==> src/rtl/button_pkg.sv <==
// Shared types and helpers for the button event decoder.
package button_pkg;

  // Widest button vector the decoder supports.
  localparam int MAX_BUTTONS = 32;
  localparam int MAX_IDX_W   = 5;

  // Auto-repeat tracker states.
  typedef enum logic {
    IDLE  = 1'b0,
    TRACK = 1'b1
  } rpt_state_t;

  // Index of the lowest set bit; 0 when the vector is empty.
  function automatic logic [MAX_IDX_W-1:0] prio_enc(input logic [MAX_BUTTONS-1:0] vec);
    logic [MAX_IDX_W-1:0] idx;
    idx = {MAX_IDX_W{1'b0}};
    for (int i = MAX_BUTTONS - 1; i >= 0; i--) begin
      if (vec[i]) begin
        idx = MAX_IDX_W'(i);
      end
    end
    return idx;
  endfunction

endpackage

==> src/rtl/button_debounce.sv <==
// One button channel: 2-FF synchroniser followed by a stable-count debouncer.
// level is the registered debounced state; rise/fall flag the edge at which
// level is about to flip, so the parent can register its pulses in step with it.
module button_debounce #(
  parameter int DEBOUNCE_CYCLES = 50000
) (
  input  logic clk,
  input  logic reset,
  input  logic raw,
  output logic level,
  output logic rise,
  output logic fall
);

  localparam int CNT_W = $clog2(DEBOUNCE_CYCLES);

  logic             sync1_q;
  logic             sync2_q;
  logic             level_q;
  logic [CNT_W-1:0] cnt_q;
  logic             flip_s;

  // The level flips once the input has differed for DEBOUNCE_CYCLES samples.
  assign flip_s = (sync2_q != level_q) && (cnt_q == CNT_W'(DEBOUNCE_CYCLES - 1));

  // Synchronise the raw line and count consecutive samples that disagree with the stable level.
  always_ff @(posedge clk) begin
    if (reset) begin
      sync1_q <= 1'b0;
      sync2_q <= 1'b0;
      level_q <= 1'b0;
      cnt_q   <= {CNT_W{1'b0}};
    end else begin
      sync1_q <= raw;
      sync2_q <= sync1_q;
      if (sync2_q == level_q) begin
        cnt_q <= {CNT_W{1'b0}};
      end else if (flip_s) begin
        level_q <= sync2_q;
        cnt_q   <= {CNT_W{1'b0}};
      end else begin
        cnt_q <= cnt_q + CNT_W'(1);
      end
    end
  end

  assign level = level_q;
  assign rise  = flip_s & sync2_q;
  assign fall  = flip_s & ~sync2_q;

endmodule

==> src/rtl/button_event_decoder.sv <==
// Front-panel button decoder: debounced levels, press/release pulses,
// lowest-index encode with valid strobe, and auto-repeat of the last pressed button.
module button_event_decoder
  import button_pkg::*;
#(
  parameter int NUM_BUTTONS     = 16,
  parameter int IDX_W           = $clog2(NUM_BUTTONS),
  parameter int DEBOUNCE_CYCLES = 50000,
  parameter int REPEAT_DELAY    = 25000000,
  parameter int REPEAT_PERIOD   = 5000000
) (
  input  logic                   clk,
  input  logic                   reset,
  input  logic [NUM_BUTTONS-1:0] button_raw,
  input  logic                   repeat_en,
  output logic [NUM_BUTTONS-1:0] buttons,
  output logic [NUM_BUTTONS-1:0] press,
  output logic [NUM_BUTTONS-1:0] release_o,
  output logic [IDX_W-1:0]       button_num,
  output logic                   button_valid
);

  localparam int RPT_MAX = (REPEAT_DELAY > REPEAT_PERIOD) ? REPEAT_DELAY : REPEAT_PERIOD;
  localparam int CNT_W   = $clog2(RPT_MAX + 1);

  logic [NUM_BUTTONS-1:0] level_s;
  logic [NUM_BUTTONS-1:0] rise_s;
  logic [NUM_BUTTONS-1:0] fall_s;

  for (genvar g = 0; g < NUM_BUTTONS; g++) begin : g_chan
    button_debounce #(
      .DEBOUNCE_CYCLES(DEBOUNCE_CYCLES)
    ) u_debounce (
      .clk  (clk),
      .reset(reset),
      .raw  (button_raw[g]),
      .level(level_s[g]),
      .rise (rise_s[g]),
      .fall (fall_s[g])
    );
  end

  rpt_state_t             state_q;
  logic [IDX_W-1:0]       trk_idx_q;
  logic [CNT_W-1:0]       rpt_cnt_q;
  logic [NUM_BUTTONS-1:0] press_q;
  logic [NUM_BUTTONS-1:0] release_q;
  logic [IDX_W-1:0]       num_q;
  logic                   valid_q;

  logic                   rpt_hit_s;
  logic [NUM_BUTTONS-1:0] press_d;
  logic [IDX_W-1:0]       edge_idx_s;
  logic [IDX_W-1:0]       num_d;

  // Merge debounce press edges with the auto-repeat pulse and encode both.
  always_comb begin
    rpt_hit_s  = 1'b0;
    press_d    = rise_s;
    edge_idx_s = IDX_W'(prio_enc(MAX_BUTTONS'(rise_s)));
    if ((state_q == TRACK) && repeat_en && (rpt_cnt_q == {CNT_W{1'b0}})) begin
      rpt_hit_s = 1'b1;
      press_d   = rise_s | (NUM_BUTTONS'(1) << trk_idx_q);
    end else begin
      rpt_hit_s = 1'b0;
      press_d   = rise_s;
    end
    num_d = IDX_W'(prio_enc(MAX_BUTTONS'(press_d)));
  end

  // Repeat tracker FSM and registered event outputs; a new press edge always retargets.
  always_ff @(posedge clk) begin
    if (reset) begin
      state_q   <= IDLE;
      trk_idx_q <= {IDX_W{1'b0}};
      rpt_cnt_q <= {CNT_W{1'b0}};
      press_q   <= {NUM_BUTTONS{1'b0}};
      release_q <= {NUM_BUTTONS{1'b0}};
      num_q     <= {IDX_W{1'b0}};
      valid_q   <= 1'b0;
    end else begin
      press_q   <= press_d;
      release_q <= fall_s;
      valid_q   <= |press_d;
      if (|press_d) begin
        num_q <= num_d;
      end else begin
        num_q <= num_q;
      end
      case (state_q)
        IDLE: begin
          if (|rise_s) begin
            state_q   <= TRACK;
            trk_idx_q <= edge_idx_s;
            rpt_cnt_q <= CNT_W'(REPEAT_DELAY - 1);
          end else begin
            state_q <= IDLE;
          end
        end
        TRACK: begin
          if (|rise_s) begin
            trk_idx_q <= edge_idx_s;
            rpt_cnt_q <= CNT_W'(REPEAT_DELAY - 1);
          end else if (fall_s[trk_idx_q]) begin
            state_q <= IDLE;
          end else if (rpt_hit_s) begin
            rpt_cnt_q <= CNT_W'(REPEAT_PERIOD - 1);
          end else if (repeat_en) begin
            rpt_cnt_q <= rpt_cnt_q - CNT_W'(1);
          end else begin
            rpt_cnt_q <= rpt_cnt_q;
          end
        end
        default: begin
          state_q <= IDLE;
        end
      endcase
    end
  end

  assign buttons      = level_s;
  assign press        = press_q;
  assign release_o    = release_q;
  assign button_num   = num_q;
  assign button_valid = valid_q;

endmodule

==> config.mk <==
export PLATFORM = sky130hd
export DESIGN_NAME = button_event_decoder
export DESIGN_NICKNAME = d
export VERILOG_FILES = /design/src/rtl/button_pkg.sv /design/src/rtl/button_debounce.sv /design/src/rtl/button_event_decoder.sv
export SDC_FILE = /design/constraint.sdc
export NUM_CORES = 1
export LEC_CHECK = 0
export ABC_AREA = 1
export CORE_ASPECT_RATIO = 1.4
export CORE_MARGIN = 4
export CORE_UTILIZATION = 35
export CTS_CLUSTER_SIZE = 12
export DETAILED_ROUTE_END_ITERATION = 8
export GPL_TIMING_DRIVEN = 0
export PLACE_DENSITY_LB_ADDON = 0.12
export SLEW_MARGIN = 20
export SYNTH_ARGS = -nofsm -noshare
export SYNTH_HDL_FRONTEND = slang
export SYNTH_SLANG_ARGS = --single-unit
==> constraint.sdc <==
create_clock -name clk -period 5.15 [get_ports clk]
set_input_delay 1.2875 -clock clk [delete_from_list [all_inputs] [get_ports clk]]
set_output_delay 1.2875 -clock clk [all_outputs]
set_load 0.005 [all_outputs]
* Word level (Yosys, flattened, before mapping) *
Cells that the tools add are included.
W data, S select, Z words.

storage, ports and cells
  flip-flop bits (word level) = 371
  output and inout bits = 53
  logic and storage cells = 308

cells by class
  add/sub/neg operators = 17
  magnitude comparators = 1
  eq/ne operators = 51
  shift-type cells = 1
  mux-type cells = 47
  bitwise gates (word level) = 66
  reductions and logical operators = 54

operators by type and width
  operator                 number
  $add A16 B1 Y16 const B  16
  $eq A16 B16 Y1 const B   16
  $mux W4                  33
  $mux W25                 5
  $pmux W25 S2             1
  $reduce_or A3 Y1         16
  $not A1 Y1               33
  $and A1 B1 Y1            32
  $reduce_and A2 Y1        16
  $reduce_or A16 Y1        2
  $logic_not A25 Y1        1
  $sub A25 B1 Y25 const B  1
  $logic_and A1 B1 Y1      18
  $eq A1 B1 Y1             16
  $mux W16                 1
  $ne A1 B1 Y1             16
  $or A16 B16 Y16          1
  $shl A1 B4 Y16 const A   1
  $lt A4 B5 Y1 const B     1
  $mux W1                  5
  $bmux W1 S4              1
  $ne A4 B2 Y1 const B     1
  $ne A3 B3 Y1 const B     1
  $reduce_and A3 Y1        1
  2 further kinds          2

* Logic depth before layout (Yosys ltp) *
  word-level depth = 21
  depth in mapped cells = 25
  mapped depth without buffers = 25

* Modules after synthesis *
A second synthesis with hierarchy kept.

second synthesis, totals
  cells, all modules = 2,620
  area, all modules = 18,111.1 µm²

by module, submodules not included
  module                times used  cells an instance  area an instance (µm²)  seq. area each (µm²)
  button_debounce       16          135                928.4                   380.4
  button_event_decoder  1           460                3,256.9                 1,341.3

* Worst setup path after synthesis *
OpenSTA, ideal clock, no wires.

  path kind = input to register
  start point = in repeat_en
  end point = reg num_q[0] (netlist: button_num[0])
  setup time = 112 ps
  arrival time = 2,663 ps
  path slack = 2,375 ps
  stages = 23
  path buffers = 0
  cells stage by stage = nand2_1 -> inv_1 -> nand3_1 -> nor2_2 -> nand2_4 -> inv_2 -> nand2_1 -> nand2_1 -> inv_2 -> nand2_1 -> nand2_1 -> nand2_1 -> nand2_1 -> nand2_1 -> nand2_1 -> nand2_1 -> nand2_1 -> nand2_1 -> nand2_1 -> nand2_1 -> nand2_1 -> nand2_1 -> nand2_1

on the way
  word-level cells in the longest chain between the ends = 19
  elaborated cells between the ends (all ways) = 20

RTL lines
  what                                line                        text
  start, declared                     button_event_decoder.sv:15  input logic repeat_en,
  $logic_and A1 B1 Y1 * (2 in a row)  button_event_decoder.sv:61  if ((state_q == TRACK) && repeat_en && (rpt_cnt_q == {CNT_W{1'b0}})) begin
  $mux W16 *                          button_event_decoder.sv:61
  $mux W4 (16 in a row)               button_pkg.sv:19            if (vec[i]) begin
  end signal, assigned                button_event_decoder.sv:79  num_q <= {IDX_W{1'b0}};
  end signal, assigned                button_event_decoder.sv:86  num_q <= num_d;
  end signal, assigned                button_event_decoder.sv:88  num_q <= num_q;
  end, declared                       button_event_decoder.sv:48  logic [IDX_W-1:0] num_q;

Mark *: on every way between the ends. The rest lies on a longest branch, timed or not.
A chain may end at the register's enable or synchronous reset.

* Worst setup path after layout *
  start point = in reset
  end point = reg release_q[9] (netlist: release_o[9])

RTL lines
  what                  line                        text
  start, declared       button_event_decoder.sv:13  input logic reset,
  end signal, assigned  button_event_decoder.sv:78  release_q <= {NUM_BUTTONS{1'b0}};
  end signal, assigned  button_event_decoder.sv:83  release_q <= fall_s;
  end, declared         button_event_decoder.sv:47  logic [NUM_BUTTONS-1:0] release_q;

No word-level cell between the ends.

==> results.yml <==
run_status:
  status: "finished, final reports clean"
power:
  cellPowerDensity_nw_per_um2: 309
  peakVddDrop_mv: 0.222
  p_leak_nw: 7.29
synthesis:
  synth_area_per_cell_sq_um: 7.20
  synth-edff-count: 0
  yosysUniqueCellTypes: 52
  yosys_warnings: 0
  seq_area_frac_synth: 0.444
  syn_inst: 2320
  netlist_area_sq_um: 16700
  ys.flop_type: "dfxtp_1"
  synth-seq-cells: 371
  ys_async_sr_fraction: 0
  synth_nets: 2357
placement:
  placed_area_sq_um: 18200
  dp_hpwl_um: 31300
  place_inst: 3014
  port_buffers: 70
  place.gp.congestion: 0.897
clock_tree:
  cts_hold_buf: 0
  postCtsSetupBuffers: 0
  path_clk_slew_ns: 0.06
  htree_levels: 2
  cts_buffers: 42
  clockBufferDepth: 3
  tritoncts: "done"
  cts_resized: 0
  cts_root_buf: "clkbuf_16"
  clk_latency_ns: 0.55
  cts_sinks: 371
floorplan:
  core_sq_um: 47200
  die_y_um: 267
  ios: 72
  start_util: 0.354
  num_rows: 94
  die_w_um: 193
  die_area_sq_um: 51400
timing:
  finalHoldViolations: 0
  finalSetupViolations: 0
  hold_ws_ns: 0.400
  setup_tns_ns: 0
  period_share: 0.732
  relSlewSlack: 0.322
  timing.fmax_mhz: 265
  rsz0062_at_grt: "no"
  slew_violations: 0
  skew_ns: 0.0153
  tightest_slew_ns: 1.02
  layout_min_cycle_time_ns: 3.77
cells_and_area:
  num_antenna_cells: 0
  drive_gt1_frac: 0.0657
  fin_nets: 2471
  final_cell_area_sq_um: 19600
  synthToLayoutAreaGrowth_pct: 17.3
  fin_cells: 3088
  fin_util: 0.416
global_route:
  grt_usage: 0.162
  grt_pass1_vias: 14000
  grt_max_degree: 13
  antenna_found_initial: 0
  overflow: 0
  grt_first_pass_wirelength_um: 68500
worst_setup_path:
  crit_type: "in2reg"
  cp-end-kind: "flip-flop"
  worstPathMaxFanout: 10
  cp.arrival_ns: 4.13
  required_ns: 5.51
  startpoint_type: "primary input"
run:
  cap_violations: 0
route:
  wire_per_inst_um: 13.4
  postRouteAntennaNets: 0
  routed_wl_um: 41400
  drt-initial-drc-count: 514
  via_count: 14600
  vias_per_cell: 4.73
  drc: 0
  firstDrtPassIters: 5
hold_path:
  hold_path.class: "reg2reg"
sequential cells by signal, indices dropped and copies added (netlist names):
| register | flops |
|---|---|
| press | 16 |
| g_chan.u_debounce.sync2_q | 16 |
| trk_idx_q | 4 |
| g_chan.u_debounce.level | 16 |
| release_o | 16 |
| rpt_cnt_q | 25 |
| g_chan.u_debounce.cnt_q | 256 |
| state_q | 1 |
| button_valid | 1 |
| button_num | 4 |
| g_chan.u_debounce.sync1_q | 16 |
layout make-up:
cell class                 instances  area (sq um)
fill                            4895         27600
multi-input combinational       1567          7760
sequential                       371          7430
clock buffer                      60          1240
inverter                         329          1240
tap                              624           781
timing repair buffer              70           701
buffer                            53           284
clock inverter                    14           178
layer usage:
layer | share of wire | track usage | vias up
met5 | 0 | 0 | -
met4 | 0.028 | 0.0513 | 0
met3 | 0.042 | 0.0276 | 65
met2 | 0.48 | 0.285 | 196
met1 | 0.45 | 0.201 | 6626
li1 | - | - | 7708
placed cells by master, fill, tap and decap left out, types with 5 or more instances in the layout:
master / instances
nor2_1: 409
nand2_1: 400
dfxtp_1: 371
inv_1: 297
a21oi_1: 138
nand3_1: 117
nor3_1: 112
clkdlybuf4s50_1: 70
nand4_1: 64
xor2_1: 50
clkbuf_16: 43
clkbuf_1: 36
nor3b_1: 32
inv_2: 30
nor4_1: 29
o21ai_0: 22
xnor2_1: 21
o21ai_1: 21
a31oi_1: 19
ha_1: 18
buf_4: 16
or2_2: 15
nor2_2: 13
o21bai_1: 12
o211a_1: 12
o21a_1: 11
clkbuf_8: 10
clkinv_2: 9
o211ai_1: 6
and3_1: 5
a211oi_1: 5
critical path, cell delays in order:
cell and delay, ns:
clkbuf_1 0.72, buf_1 0.83, clkbuf_1 0.43, clkbuf_1 0.58, nor2_1 0.26
path summary, 6_finish.rpt:
kind | startpoint | endpoint | slack (ns) | depth (start not counted)
worst max-delay path | reset | release_o[9] | 1.38 | 5
worst max register to register | g_chan[12].u_debounce.cnt_q[0] | rpt_cnt_q[18] | 2.48 | 16
worst min-delay path | g_chan[10].u_debounce.sync1_q | g_chan[10].u_debounce.sync2_q | 0.40 | 2
worst min register to register | g_chan[10].u_debounce.sync1_q | g_chan[10].u_debounce.sync2_q | 0.40 | 2
cell families after synthesis:
kind of cell | count (synthesis) | synth area share
and+or+nand+nor | 1219 | 0.324
buffers and inverters | 382 | 0.0910
DFF | 371 | 0.444
AOI/OAI and AO/OA | 259 | 0.0903
xor gates and xnor gates | 71 | 0.0372
adders and majority gates | 18 | 0.0135
cells in the mapped netlist, types with 2 or more instances:
cell	number	area share
nor2_1	409	0.092
nand2_1	400	0.090
dfxtp_1	371	0.44
inv_1	297	0.067
a21oi_1	138	0.041
nand3_1	117	0.035
nor3_1	112	0.034
nand4_1	64	0.024
xor2_1	50	0.026
nor3b_1	32	0.014
inv_2	30	0.0067
clkbuf_1	29	0.0065
nor4_1	29	0.011
o21ai_0	22	0.0066
o21ai_1	21	0.0063
xnor2_1	21	0.011
a31oi_1	19	0.0071
ha_1	18	0.013
buf_4	16	0.0072
or2_2	15	0.0056
nor2_2	13	0.0049
o211a_1	12	0.0072
o21bai_1	12	0.0054
o21a_1	11	0.0049
o211ai_1	6	0.0027
a211oi_1	5	0.0022
and3_1	5	0.0019
o31ai_1	4	0.0018
or2_1	4	0.0015
buf_1	3	0.00067
buf_6	3	0.0020
nand2_4	3	0.0020
nor3_2	3	0.0018
o41ai_1	3	0.0016
buf_2	2	0.00060
nand2_2	2	0.00075
nor2_4	2	0.0013
or2_0	2	0.00075
or3_1	2	0.00075
where the power goes:
| part | switching (W) | leakage [nW] | internal, W |
|---|---|---|---|
| registers | 0.00000996 | 2.99 | 0.00289 |
| clock network | 0.00120 | 0.707 | 0.00187 |
| logic | 0.0000650 | 3.58 | 0.0000294 |
through the flow:
stage          setup WS (ns)  total power (W)
2_1_floorplan           2.38          0.00301
3_3_place_gp           0.681          0.00306
3_5_place_dp           0.692          0.00306
4_1_cts                 1.27          0.00617
5_1_grt                 1.21          0.00631
6_report                1.38          0.00606
Note: power is estimated with default switching activity, not from simulation.
